### src/rtl/seq_divider.sv
// Unsigned restoring shift-subtract divider: one quotient bit per clock, MSB first.
// A zero divisor short-circuits straight to the result cycle with a saturated quotient.
module seq_divider #(
  parameter int WIDTH = 32
) (
  input  logic             clk,
  input  logic             rst,
  input  logic             start,
  input  logic [WIDTH-1:0] dividend,
  input  logic [WIDTH-1:0] divisor,
  output logic             busy,
  output logic             done,
  output logic [WIDTH-1:0] quotient,
  output logic [WIDTH-1:0] remainder,
  output logic             div_by_zero,
  output logic [1:0]       fsm_state
);

  localparam int CW = $clog2(WIDTH + 1);
  localparam logic [CW-1:0] LAST = CW'(WIDTH - 1);

  localparam logic [1:0] IDLE = 2'd0;
  localparam logic [1:0] RUN  = 2'd1;
  localparam logic [1:0] FIN  = 2'd2;

  logic [1:0]       state;
  logic [WIDTH-1:0] dvs_q;
  logic [WIDTH-1:0] rem_q;
  logic [WIDTH-1:0] dq_q;   // dividend bits shift out the top while quotient bits shift in
  logic [CW-1:0]    cnt;

  logic [WIDTH:0]   shifted;
  logic [WIDTH-1:0] trial;
  logic             borrow;
  logic             nonneg;
  logic [WIDTH-1:0] rem_next;
  logic [WIDTH-1:0] quo_next;

  // WIDTH+1-bit trial subtraction: a set top bit of the shifted remainder
  // already guarantees it exceeds any WIDTH-bit divisor.
  always_comb begin
    shifted  = {rem_q, dq_q[WIDTH-1]};
    {borrow, trial} = {1'b0, shifted[WIDTH-1:0]} - {1'b0, dvs_q};
    nonneg   = shifted[WIDTH] | ~borrow;
    rem_next = nonneg ? trial : shifted[WIDTH-1:0];
    quo_next = {dq_q[WIDTH-2:0], nonneg};
  end

  always_ff @(posedge clk or posedge rst) begin
    if (rst) begin
      state       <= IDLE;
      dvs_q       <= '0;
      rem_q       <= '0;
      dq_q        <= '0;
      cnt         <= '0;
      quotient    <= '0;
      remainder   <= '0;
      div_by_zero <= 1'b0;
    end else begin
      case (state)
        IDLE: begin
          if (start) begin
            if (divisor == '0) begin
              quotient    <= '1;
              remainder   <= dividend;
              div_by_zero <= 1'b1;
              state       <= FIN;
            end else begin
              dvs_q       <= divisor;
              dq_q        <= dividend;
              rem_q       <= '0;
              cnt         <= '0;
              div_by_zero <= 1'b0;
              state       <= RUN;
            end
          end
        end
        RUN: begin
          rem_q <= rem_next;
          dq_q  <= quo_next;
          cnt   <= cnt + 1'b1;
          if (cnt == LAST) begin
            quotient  <= quo_next;
            remainder <= rem_next;
            state     <= FIN;
          end
        end
        FIN:     state <= IDLE;
        default: state <= IDLE;
      endcase
    end
  end

  assign busy      = (state == RUN);
  assign done      = (state == FIN);
  assign fsm_state = state;

endmodule

### config.mk
export PLATFORM = sky130hd
export DESIGN_NAME = seq_divider
export DESIGN_NICKNAME = d
export VERILOG_FILES = /design/src/rtl/seq_divider.sv
export SDC_FILE = /design/constraint.sdc
export NUM_CORES = 1
export LEC_CHECK = 0
export ABC_CLOCK_PERIOD_IN_PS = 6000
export BUFFER_PORTS_ARGS = -buffer_cell sky130_fd_sc_hd__clkbuf_2
export CAP_MARGIN = 40
export CORE_ASPECT_RATIO = 0.8
export CORE_MARGIN = 5
export CORE_UTILIZATION = 57
export CTS_CLUSTER_DIAMETER = 200
export DETAILED_ROUTE_END_ITERATION = 8
export PLACE_DENSITY = 0.9
export SYNTH_ARGS = -nofsm -noshare
export SYNTH_HDL_FRONTEND = slang
export SYNTH_SLANG_ARGS = --single-unit
### constraint.sdc
create_clock -name clk -period 6 [get_ports clk]
set_input_delay 0.3 -clock clk [delete_from_list [all_inputs] [get_ports clk]]
set_output_delay 0.3 -clock clk [all_outputs]
set_load 0.1 [all_outputs]
## Word-level counts from Yosys, hierarchy flattened

Cells that the tools add are included.

- Bits of input ports: 67
- Register bits: 169
- Output and inout bits: 69

- Bitwise gates (word level): 3
- Add/sub/neg operators: 2
- Mux-type cells: 23
- Reduce and logical (&&, ||, !) cells: 8
- Equal/unequal tests: 7

Operators by type and width:

| kind | number |
|---|---|
| $mux W32 | 11 |
| $pmux W32 S2 | 4 |
| $sub A32 B32 Y33 | 1 |
| $logic_not A32 Y1 | 1 |
| $mux W6 | 2 |
| $pmux W6 S2 | 1 |
| $add A6 B1 Y6 const B | 1 |
| $eq A6 B5 Y1 const B | 1 |
| $mux W2 | 3 |
| $ne A2 B2 Y1 const B | 3 |
| $reduce_and A3 Y1 | 2 |
| $pmux W2 S2 | 1 |
| $reduce_and A2 Y1 | 2 |
| $reduce_and A4 Y1 | 1 |
| $eq A2 B1 Y1 const B | 1 |
| $eq A2 B2 Y1 const B | 1 |
| $logic_not A2 Y1 | 1 |
| $ne A2 B1 Y1 const B | 1 |
| $not A1 Y1 | 2 |
| $reduce_bool A2 Y1 | 1 |
| $mux W1 | 1 |
| $or A1 B1 Y1 | 1 |

## Longest topological paths before layout

Gate-level depths: netlist of run 1.

- Depth in word-level cells: 6
- Mapped depth: 13
- Depth with buffers taken out: 12

## Worst setup path after synthesis of run 1

OpenSTA, ideal clock, no wires.

- Path kind: reg2reg
- Start point: register state[0] (netlist: fsm_state[0])
- End point: register remainder[0]
- Data arrival time: 2.748 ns
- Path slack: 3.174 ns
- Clock period less this slack: 2.826 ns
- Stages on the path, launching flop included: 7
- Cell sequence: dfrtp_1 -> nand2b_1 -> clkbuf_1 -> inv_2 -> clkbuf_1 -> nand3_1 -> a21oi_1

- Longest elaborated chain between the ends: 3

RTL lines:

| element | RTL line | text |
|---|---|---|
| start: declaration | 26 | `logic [1:0] state;` |
| start signal: assignment | 51 | `state <= IDLE;` |
| start signal: assignment | 67 | `state <= FIN;` |
| start signal: assignment | 74 | `state <= RUN;` |
| $eq A2 B1 Y1 (*) | -- |  |
| net busy | 11 | `output logic busy,` |
| $ne A2 B1 Y1 (no source line) or $reduce_bool A2 Y1 (tied branches) | -- |  |
| $reduce_and A4 Y1 (no source line) | -- |  |
| end signal: assignment | 65 | `remainder <= dividend;` |
| end signal: assignment | 84 | `remainder <= rem_next;` |
| end: declaration | 14 | `output logic [WIDTH-1:0] remainder,` |

Mark *: on every way through the listed nets, which the timed path passes. The rest lies on a longest branch.
A chain may end at the register's enable or synchronous reset.

## Final worst setup path of run 1

- Start point: register rem_q[10]
- End point: register remainder[12]

- Longest elaborated chain between the ends: 6

RTL lines:

| element | RTL line | text |
|---|---|---|
| start: declaration | 28 | `logic [WIDTH-1:0] rem_q;` |
| start signal: assignment | 79 | `rem_q <= rem_next;` |
| $sub A32 B32 Y33 (*) | 43 | `{borrow, trial} = {1'b0, shifted[WIDTH-1:0]} - {1'b0, dvs_q};` |
| $not A1 Y1 | 44 | `nonneg = shifted[WIDTH] \| ~borrow;` |
| $or A1 B1 Y1 | 44 |  |
| $mux W32 (*) | 45 | `rem_next = nonneg ? trial : shifted[WIDTH-1:0];` |
| $mux W32 (*) | 82 | `if (cnt == LAST) begin` |
| $pmux W32 S2 (*) | 60 | `case (state)` |

Every way passes the cells marked *; elsewhere a longest branch is shown, timed or not. The select of a mux whose other input is x is not followed.

==> results of run 1 <==
[state kept, by name, summed over array words and instances (netlist names)]
name / flops
fsm_state: 2
rem_q: 32
quotient: 32
div_by_zero: 1
dvs_q: 32
dq_q: 32
cnt: 6
remainder: 32
[cell families (layout without fill, tap and decap cells)]
group	after synthesis	count (layout)	share of synthesized area
and+or+nand+nor	353	353	0.1656
AOI/OAI and AO/OA	305	305	0.2101
DFF	169	169	0.4759
buffers and inverters	102	221	0.04562
adders and majority gates	34	34	0.04872
xor gates and xnor gates	33	33	0.03253
muxes	19	19	0.02154
[what timing repair did]
item                      4_1_cts  5_1_grt
hold buffers                    1        0
hold endpoints to repair       50        0
setup buffers                   0        0
[synthesized netlist by cell type, types with 9 or more instances]
cell type  number  area [um2]
a21o_1         21       157.7
a21oi_1        83       415.4
a31oi_1        38       237.7
clkbuf_1       50       187.7
dfrtp_1       169        4229
ha_1           33       412.9
inv_1          41       153.9
mux2i_1        18       180.2
nand2_1       164       615.6
nand2b_1       12       75.07
nand3_1        11       55.05
nor2_1        125       469.2
nor4_1          9       56.30
o211ai_1       15       112.6
o21a_1         15       112.6
o21ai_0        86       430.4
xnor2_1        19       166.4
xor2_1         14       122.6
[metal layers]
layer	up-vias	track usage	part of all wire
li1	3728	-	-
met1	3799	0.3538	0.43
met2	347	0.4311	0.47
met3	51	0.06768	0.077
met4	0	0.08919	0.026
met5	-	0	0
[stage by stage]
| step | worst slack, ns | util | std cells | instance area (um2) | hold slack, ns |
|---|---|---|---|---|---|
| CTS | 2.179 | 0.6796 | 1344 | 10310 | 0.08418 |
| finish | 2.098 | 0.6796 | 1344 | 10310 | 0.09217 |
| detailed placement | 2.285 | 0.6407 | 1311 | 9716 | 0.3730 |
| floorplan | 1.125 | - | 1015 | 8886 | 0.4054 |
| global placement | 2.413 | 0.6375 | 1309 | 9668 | 0.4641 |
| global route | 1.911 | 0.6796 | 1344 | 10310 | 0.09232 |
[cell type report]
cell class | count | area, um2
Clock buffer | 22 | 464.2
Clock inverter | 10 | 116.4
Fill cell | 1202 | 4858
Inverter | 42 | 162.7
Multi-Input combinational cell | 744 | 4270
Sequential cell | 169 | 4229
Tap cell | 210 | 262.8
Timing Repair Buffer | 147 | 800.8
[tightest hold or removal path, cell delays in order]
cell	delay, ns
clkbuf_2	0.09
nand2_1	0.04
o21ai_0	0.05
[worst paths after layout]
path	cells past startpoint	from	endpoint
max	11	rem_q[10]	remainder[12]
min	3	divisor[8]	dvs_q[8]
max reg2reg	11	rem_q[10]	remainder[12]
min reg2reg	1	remainder[15]	remainder[15]
max in group asynchronous	4	rst	quotient[29]
min in group asynchronous	3	rst	dq_q[11]
==> out/results.txt, run 1 <==
Post-synth EDFFs - 0
Iter 0 DRT Violations - 792
Cell area after synthesis - 8886 um2
Commonest non-fill, non-tap cell in the layout - dfrtp_1
CP max stage cell - a31oi_4
Critical path data arrival time - 4.22 ns
Number of buffers created by CTS - 17
Clock Skew - 0.007481 ns
Root buffer cell - clkbuf_16
Unrepaired setup endpoints after global routing - false
Highest-count cells in the layout ignoring fill and taps - 169 x dfrtp_1, 164 x nand2_1, 135 x clkbuf_2
Die width - 149.6 um
Ports - 136
Pins Over Slew Limit - 0
DPL Wire Length - 16930 um
First-pass GRT wire length - 38800 um
Reg2reg setup slack - 2.10 ns
Core area - 15160 um2
# setup viols final - 0
Largest stage delay on the critical path - 0.68 ns
Bufs and invs on worst path - 1
Synth Register Bits - 169
WP data required - 6.32 ns
Initial antenna violation count - 0
Routed via count - 7925
Layout cell share with drive strength beyond 1 - 0.1684
Largest net degree at the start of global routing - 78
Post-synth cell types - 57
Final Cycle Share - 0.6503
Worst-margin pin slew - 0.8164 ns
Seq/Total Area, Yosys - 0.4759
Min-delay worst type - in -> reg
Pre-antenna DRT Iters - 8
Synth warnings - 0
Final net count - 1222
Critical path's top delay family - compound AO/OA/AOI/OAI gates
Clk slew on worst S/H paths - 0.07 ns
Max-cap violations - 0
GPL Wtd Cong - 0.9482
Outcome - completed
# DRC - 0
Die area - 18200 um2
Via/cell ratio - 5.897
Worst skew pair latency - 0.43 ns
CTS HTree Levels - 4
Starting Density - 0.5860
Critical path type - reg -> reg
Max-Slew Margin vs Limit - 0.4557
Port buffer count - 135
Setup TNS Final - 0 ns
Most used cell, CP - a21oi_1
Clock buffer depth - 2
Most used flip-flop cell after synthesis - dfrtp_1
Worst path cell trace - ha_1, a21oi_1, o21ai_1, a21oi_1, a21bo_1, a211o_1, a31oi_4, buf_4, mux2i_1, o211ai_1, o21a_1
CP Max Fanout - 30
Total GRT Usage - 0.2667
Post-CTS sizing - 0
Ant diodes - 0
Post-synth ARST share - 1.000
Final hold vios - 0
Chip Height - 121.7 um
Syn Nets - 1116
TritonCTS clock tree - done
DR WL/cell - 17.59 um
Min cycle time layout - 3.902 ns
Num rows - 40
WL final - 23640 um
Area growth, synth to finish - 15.98%
Avg Cell Area, Syn - 8.755 um2
Critical Path Source Type - register
CTS sink cnt - 169
Highest clock rate - 256.3 MHz
Vias in the first global route - 7890
Post-Synthesis Cells - 1015
CP Capture Type - register
Total gr overflow - 0
ANT nets after route - 0
Power of run 1 is left out: the tool's default activity adds up to more than one toggle a clock period on the data nets, which glitch-free logic cannot reach.
==> inputs of run 2 (changes only) <==
==> config.mk (replaced) <==
export PLATFORM = sky130hd
export DESIGN_NAME = seq_divider
export DESIGN_NICKNAME = d
export VERILOG_FILES = /design/src/rtl/seq_divider.sv
export SDC_FILE = /design/constraint.sdc
export NUM_CORES = 1
export LEC_CHECK = 0
export ABC_AREA = 1
export ABC_CLOCK_PERIOD_IN_PS = 3800
export BUFFER_PORTS_ARGS = -buffer_cell sky130_fd_sc_hd__clkbuf_2
export CAP_MARGIN = 40
export CORE_ASPECT_RATIO = 0.8
export CORE_MARGIN = 5
export CORE_UTILIZATION = 59
export CTS_CLUSTER_DIAMETER = 200
export DETAILED_ROUTE_END_ITERATION = 8
export PLACE_DENSITY = 0.91
export SYNTH_ARGS = -nofsm -noshare
export SYNTH_HDL_FRONTEND = slang
export SYNTH_SLANG_ARGS = --single-unit
==> constraint.sdc (replaced) <==
create_clock -name clk -period 3.8 [get_ports clk]
set_input_delay 0.19 -clock clk [delete_from_list [all_inputs] [get_ports clk]]
set_output_delay 0.19 -clock clk [all_outputs]
set_load 0.1 [all_outputs]
==> run 2 against run 1 <==
Net effect:
- the flow now finishes with violations (negative hold slack)
- count of clock-buffer cells in the layout shrank 3
- die area grew 11%
- critical path depth is the same
- first-iteration DRC count grew 21%
- hold slack lost 0.15 ns
- register-to-register slack lost 1.1 ns
- area after synthesis grew 16%
==> out/results.txt, run 2 <==
ANT nets after route - 0 (unchanged)
Commonest cells in the netlist - 461 x nand2_1, 259 x inv_1, 169 x dfrtp_1, 127 x nor2_1, 120 x o21ai_0 (was 169 x dfrtp_1, 164 x nand2_1, 125 x nor2_1, 86 x o21ai_0, 83 x a21oi_1)
Worst-margin pin slew - 0.9680 ns (was 0.8164 ns)
CP max stage cell - nor4_1 (was a31oi_4)
Final hold vios - 22 (was 0)
Vias in the first global route - 9552 (was 7890)
Clock buffer depth - 2 (unchanged)
Bufs and invs on worst path - 4 (was 1)
Avg Cell Area, Syn - 6.890 um2 (was 8.755 um2)
TritonCTS clock tree - done (unchanged)
Core area - 17220 um2 (was 15160 um2)
Clock Skew - 0.01281 ns (was 0.007481 ns)
Max-cap violations - 0 (unchanged)
Total GRT Usage - 0.2929 (was 0.2667)
Routed via count - 9972 (was 7925)
Post-CTS setup buffers - 0 (unchanged)
Worst skew pair latency - 0.43 ns (about the same)
Clk slew on worst S/H paths - 0.07 ns (about the same)
Initial antenna violation count - 0 (unchanged)
Yosys top cell area share - 0.4114 (was 0.4759)
Num rows - 43 (was 40)
Finished Cell Area - 11880 um2 (was 10310 um2)
Most used flip-flop cell after synthesis - dfrtp_1 (unchanged)
CP Capture Type - register (unchanged)
# setup viols final - 0 (unchanged)
Max-Slew Margin vs Limit - 0.3546 (was 0.4557)
Worst path cell trace - dlygate4sd3_1, clkbuf_2, nor4_1, nand3b_1, o21ai_0, nand2_2, buf_4, nor2_1, nand3_1, nand2_1, inv_1 (was ha_1, a21oi_1, o21ai_1, a21oi_1, a21bo_1, a211o_1, a31oi_4, buf_4, mux2i_1, o211ai_1, o21a_1)
WP data required - 4.13 ns (was 6.32 ns)
Post-synth cell types - 35 (was 57)
Ranking of synthesized cells by area - dfrtp_1 41%, nand2_1 17%, inv_1 9.5% (was dfrtp_1 48%, nand2_1 6.9%, nor2_1 5.3%)
Unrepaired setup endpoints after global routing - false (unchanged)
Critical path data arrival time - 3.31 ns (was 4.22 ns)
Root buffer cell - clkbuf_16 (unchanged)
Placed cell areas - 11110 um2 (was 9716 um2)
Highest-count cells in the layout ignoring fill and taps - 460 x nand2_1, 257 x inv_1, 169 x dfrtp_1 (was 169 x dfrtp_1, 164 x nand2_1, 135 x clkbuf_2)
Iter 0 DRT Violations - 961 (was 792)
Min-delay worst type - in -> async (was in -> reg)
Most common cell in the netlist - nand2_1 (was dfrtp_1)
WL final - 28900 um (was 23640 um)
Failing checks - negative hold slack
WHS - -0.05448 ns (was 0.09217 ns)
Commonest non-fill, non-tap cell in the layout - nand2_1 (was dfrtp_1)
Largest stage delay on the critical path - 0.75 ns (was 0.68 ns)
Post-CTS sizing - 0 (unchanged)
Setup TNS Final - 0 ns (unchanged)
Final net count - 1722 (was 1222)
CTS HTree Levels - 4 (unchanged)
Die area - 20180 um2 (was 18200 um2)
Post-synth EDFFs - 0 (unchanged)
Syn Nets - 1593 (was 1116)
Chip Height - 128.1 um (was 121.7 um)
Pins Over Slew Limit - 0 (unchanged)
Cell area after synthesis - 10280 um2 (was 8886 um2)
DPL Wire Length - 21280 um (was 16930 um)
GPL Wtd Cong - 1.011 (was 0.9482)
Area growth, synth to finish - 15.57% (was 15.98%)
Fillers - 1447 (was 1202)
Die width - 157.6 um (was 149.6 um)
Min cycle time layout - 2.982 ns
Slack of the critical path - 0.8178 ns (was 2.098 ns)
Ports - 136 (unchanged)
Seq/Total Area, Yosys - 0.4114 (was 0.4759)
Layout cell share with drive strength beyond 1 - 0.1359 (was 0.1684)
Largest net degree at the start of global routing - 170 (was 78)
Via/cell ratio - 5.361 (was 5.897)
Total gr overflow - 0 (unchanged)
# DRC - 0 (unchanged)
Pre-CTS setup slack - 1.035 ns (was 2.285 ns)
Synth warnings - 0 (unchanged)
CP Max Fanout - 62 (was 30)
Area leader, netlist - dfrtp_1 (unchanged)
Port buffer count - 135 (unchanged)
Starting Density - 0.5971 (was 0.5860)
Critical path type - in -> reg (was reg -> reg)
Pre-antenna DRT Iters - 6 (was 8)
Highest clock rate - 335.3 MHz
CTS sink cnt - 169 (unchanged)
First-pass GRT wire length - 47180 um (was 38800 um)
Number of buffers created by CTS - 17 (unchanged)
Post-Synthesis Cells - 1492 (was 1015)
Critical Path Source Type - input pin (was register)
Post-synth ARST share - 1.000 (unchanged)
Critical path's top delay family - simple AND/OR/NAND/NOR gates (was compound AO/OA/AOI/OAI gates)
Synth Register Bits - 169 (unchanged)
DR WL/cell - 15.54 um (was 17.59 um)
Outcome - finished, violations left (was completed)
Final Cycle Share - 0.7848
-- run 2: cell count changes in the layout (fill, tap and decap cells not counted), moves of 23 or more --
cell     previous run  this run
nand2_1           164       460
inv_1              39       257
nand3_1            11        95
a21oi_1            82        26
nand4_1             7        44
o21ai_0            86       120
a31oi_1            38         7
or2_2               0        23
-- run 2: layout make-up --
cell class / count / area, um2 / area share
Antenna cell: 1 / 2.502 / 0.0002106
Clock buffer: 19 / 442.9 / 0.03728
Clock inverter: 13 / 131.4 / 0.01106
Inverter: 261 / 983.4 / 0.08278
Multi-Input combinational cell: 1007 / 4848 / 0.4081
Sequential cell: 169 / 4229 / 0.3560
Tap cell: 225 / 281.5 / 0.02370
Timing Repair Buffer: 165 / 960.9 / 0.08089
-- run 2: final timing paths --
check	from	end	slack, ns	cells after the start
setup / recovery	divisor[12]	remainder[22]	0.82	11
hold / removal	rst	quotient[16]	-0.05	3
setup reg to reg	dq_q[31]	remainder[0]	1.04	17
hold reg to reg	quotient[8]	quotient[8]	0.49	2
max in group asynchronous	rst	rem_q[9]	3.06	3
min in group clk	divisor[0]	dvs_q[0]	0.01	3
-- run 2: cell families (layout without fill, tap and decap cells) --
group | after synthesis | in the layout | share of synthesized area
simple gates | 792 | 792 | 0.3291
buf+inv | 316 | 458 | 0.1193
flops | 169 | 169 | 0.4114
compound gates | 164 | 164 | 0.08362
fa+ha+maj | 34 | 34 | 0.04211
xor+xnor | 17 | 17 | 0.01448
other cells | 0 | 1 | 0
-- run 2: routing by layer --
metal | wire [um] | GRT usage | up-vias
met2 | 13130 | 0.4572 | 459
met1 | 12770 | 0.4185 | 4575
met4 | 569 | 0.08548 | 0
met3 | 2436 | 0.05704 | 47
met5 | 0 | 0 | -
li1 | - | - | 4891
-- run 2: what timing repair did --
item | 4_1_cts | 5_1_grt
endpoints found under the setup margin | 0 | 0
endpoints found under the hold margin | 18 | 1
hold buffers | 18 | 1
-- run 2: worst min-delay path, cell delays in order --
cell	delay (ns)
clkbuf_2	0.10
clkinvlp_4	0.07
buf_12	0.56
-- run 2: stage by stage --
stage / util / instances
2_1_floorplan: - / 1492
3_3_place_gp: 0.6455 / 1808
3_5_place_dp: 0.6455 / 1808
4_1_cts: 0.6893 / 1858
5_1_grt: 0.6899 / 1859
6_report: 0.6900 / 1860
Power of run 2 is left out for the same reason.
==> inputs of run 3 (changes only) <==
--- a/config.mk
+++ b/config.mk
@@ -6,15 +6,15 @@
 export NUM_CORES = 1
 export LEC_CHECK = 0
 export ABC_AREA = 1
-export ABC_CLOCK_PERIOD_IN_PS = 3800
+export ABC_CLOCK_PERIOD_IN_PS = 2580
 export BUFFER_PORTS_ARGS = -buffer_cell sky130_fd_sc_hd__clkbuf_2
 export CAP_MARGIN = 40
 export CORE_ASPECT_RATIO = 0.8
 export CORE_MARGIN = 5
-export CORE_UTILIZATION = 59
+export CORE_UTILIZATION = 53
 export CTS_CLUSTER_DIAMETER = 200
 export DETAILED_ROUTE_END_ITERATION = 8
-export PLACE_DENSITY = 0.91
+export PLACE_DENSITY = 0.87
 export SYNTH_ARGS = -nofsm -noshare
 export SYNTH_HDL_FRONTEND = slang
 export SYNTH_SLANG_ARGS = --single-unit
==> constraint.sdc (replaced) <==
create_clock -name clk -period 2.58 [get_ports clk]
set_input_delay 0.129 -clock clk [delete_from_list [all_inputs] [get_ports clk]]
set_output_delay 0.129 -clock clk [all_outputs]
set_load 0.1 [all_outputs]
==> run 3 against run 2 <==
Net effect:
- the run now ends clean
- die area grew 10%
- cell count grew 4.1%
- clock skew down 0.0019 ns
- design area grew 5.2%
- sequential share of layout area shrank 1.8 points
==> out/results.txt, run 3 (synthesized netlist as in run 2, its figures left out) <==
Commonest non-fill, non-tap cell in the layout - nand2_1 (unchanged)
Iter 0 DRT Violations - 961 (unchanged)
WHS Endpoint - dq_q[20]
Die width - 165.7 um (was 157.6 um)
Critical path data arrival time - 2.91 ns (was 3.31 ns)
Total GRT Usage - 0.2678 (was 0.2929)
Critical path type - reg -> reg (was in -> reg)
Ant diodes - 0 (was 1)
Critical Path Source Type - register (was input pin)
WHS - 0.03629 ns (was -0.05448 ns)
Initial antenna violation count - 1 (was 0)
Met3 Usage GRT - 0.06409 (was 0.05704)
Num rows - 45 (was 43)
Beginning of the worst hold path - dividend[20]
TritonCTS clock tree - done (unchanged)
Final Cycle Share - 0.9808
Reg2reg setup slack - 0.05 ns (was 1.04 ns)
CP Capture Type - register (unchanged)
Worst hold path cell count - 5
Vias in the first global route - 9687 (was 9552)
Final net count - 1766 (was 1722)
DR WL/cell - 15.77 um (was 15.54 um)
WL final - 30530 um (was 28900 um)
Ports - 136 (unchanged)
ANT nets after route - 0 (unchanged)
Chip Height - 134.6 um (was 128.1 um)
Highest-count cells in the layout ignoring fill and taps - 459 x nand2_1, 256 x inv_1, 169 x dfrtp_1 (was 460 x nand2_1, 257 x inv_1, 169 x dfrtp_1)
Area growth, synth to finish - 21.60% (was 15.57%)
CTS HTree Levels - 4 (unchanged)
Most used cell, CP - nand2_1
# setup viols final - 0 (unchanged)
CP Max Fanout - 8 (was 62)
Pre-CTS setup slack - 0.05955 ns (was 1.035 ns)
Met1 GRT Util - 0.3737 (was 0.4185)
Reg2reg start - dq_q[31] (unchanged)
GRT busiest layer - met2 (unchanged)
CP max stage cell - dfrtp_1 (was nor4_1)
Via/cell ratio - 5.283 (was 5.361)
Clock Skew - 0.01094 ns (was 0.01281 ns)
Number of buffers created by CTS - 17 (unchanged)
Starting Density - 0.5402 (was 0.5971)
Highest clock rate - 395.2 MHz
RR Endpoint - remainder[18] (was remainder[0])
Bufs and invs on worst path - 5 (was 4)
Min cycle time layout - 2.531 ns
Worst skew pair latency - 0.44 ns (was 0.43 ns)
Core area - 19030 um2 (was 17220 um2)
Root buffer cell - clkbuf_16 (unchanged)
First-pass GRT wire length - 48690 um (was 47180 um)
Routed via count - 10230 (was 9972)
Die area - 22300 um2 (was 20180 um2)
Max-cap violations - 0 (unchanged)
Largest net degree at the start of global routing - 93 (was 170)
Clk slew on worst S/H paths - 0.07 ns (about the same)
Port buffer count - 135 (unchanged)
Reg2reg path depth - 18 (was 17)
# DRC - 0 (unchanged)
CTS sink cnt - 169 (unchanged)
Worst path cell trace - inv_1, ha_1, fa_2, inv_2, nand2_1, nand2_1, nand3_1, nand2_2, nand2_1, nand2_2, nand3_4, a21oi_4, buf_4, clkbuf_16, nand2_2, nand3_1, nand2_1, inv_1 (was dlygate4sd3_1, clkbuf_2, nor4_1, nand3b_1, o21ai_0, nand2_2, buf_4, nor2_1, nand3_1, nand2_1, inv_1)
Max-Slew Margin vs Limit - 0.5719 (was 0.3546)
DPL Wire Length - 22200 um (was 21280 um)
Critical path's top delay family - simple AND/OR/NAND/NOR gates (unchanged)
Outcome - completed (was finished, violations left)
Worst-margin pin slew - 0.6406 ns (was 0.9680 ns)
Clock buffer depth - 2 (unchanged)
WP data required - 2.96 ns (was 4.13 ns)
Slack of the critical path - 0.04947 ns (was 0.8178 ns)
Met2 Resource Use GR - 0.4177 (was 0.4572)
Layout cell share with drive strength beyond 1 - 0.1508 (was 0.1359)
Total gr overflow - 0 (unchanged)
Final hold vios - 0 (was 22)
GPL Wtd Cong - 0.9617 (was 1.011)
Pins Over Slew Limit - 0 (unchanged)
Min-delay worst type - in -> reg (was in -> async)
Largest stage delay on the critical path - 0.38 ns (was 0.75 ns)
Pre-antenna DRT Iters - 5 (was 6)
==> run 3: cell types whose count changed in the layout (fill, tap and decap cells not counted), moves of 2 or more <==
cell / previous run / this run
nand3_2: 0 / 2
nand3_1: 95 / 93
buf_4: 10 / 24
ha_4: 0 / 2
clkbuf_16: 17 / 19
ha_1: 33 / 31
clkinvlp_4: 5 / 3
buf_12: 1 / 7
dlygate4sd3_1: 19 / 40
inv_8: 2 / 4
==> run 3: cell type report <==
type / instances / area, um2
inverters: 261 / 983.4
fillers: 1656 / 6530
multi-input cells: 1007 / 4888
repair buffers: 209 / 1458
clock inverters: 14 / 180.2
well taps: 258 / 322.8
flip-flops and latches: 169 / 4229
clock buffers: 18 / 439.2
==> run 3: per-layer routing <==
layer	share of wire	vias to the layer above
met1	0.44	4762
met2	0.44	437
met4	0.027	2
li1	-	4966
met3	0.088	61
met5	0.00043	-
==> run 3: worst max path at each step <==
stage | startpoint | to | slack (ns) | cells after the start
4_1_cts | divisor[0] | remainder[10] | 0.01 | 12
2_1_floorplan | fsm_state[1] | done | 0.07 | 2
3_3_place_gp | dq_q[31] | remainder[24] | 0.19 | 17
5_1_grt | dq_q[31] | remainder[18] | -0.04 | 18
3_5_place_dp | dq_q[31] | remainder[12] | 0.06 | 17
6_report | dq_q[31] | remainder[18] | 0.05 | 18
==> run 3: timing repair <==
| action | in CTS | in global routing |
|---|---|---|
| hold buffers | 40 | 0 |
| setup buffers | 0 | 5 |
| gates resized for setup | 0 | 8 |
| setup endpoints to repair | 0 | 104 |
| endpoints found under the hold margin | 54 | 0 |
==> run 3: through the flow <==
step | util | area [um2] | std cells | TNS, ns
6_report | 0.6569 | 12500 | 1936 | 0
5_1_grt | 0.6569 | 12500 | 1936 | -0.4142
4_1_cts | 0.6496 | 12360 | 1928 | 0
2_1_floorplan | - | 10280 | 1492 | 0
3_5_place_dp | 0.5960 | 11340 | 1856 | 0
3_3_place_gp | 0.5960 | 11340 | 1856 | 0
==> run 3: worst reg2reg max path, cell delays in order (launching register included) <==
cell,delay [ns]
dfrtp_1,0.38
inv_1,0.06
ha_1,0.21
fa_2,0.37
inv_2,0.08
nand2_1,0.05
nand2_1,0.07
nand3_1,0.09
nand2_2,0.09
nand2_1,0.07
nand2_2,0.11
nand3_4,0.11
a21oi_4,0.17
buf_4,0.17
clkbuf_16,0.17
nand2_2,0.07
nand3_1,0.08
nand2_1,0.07
inv_1,0.06
Power of run 3 is left out for the same reason.
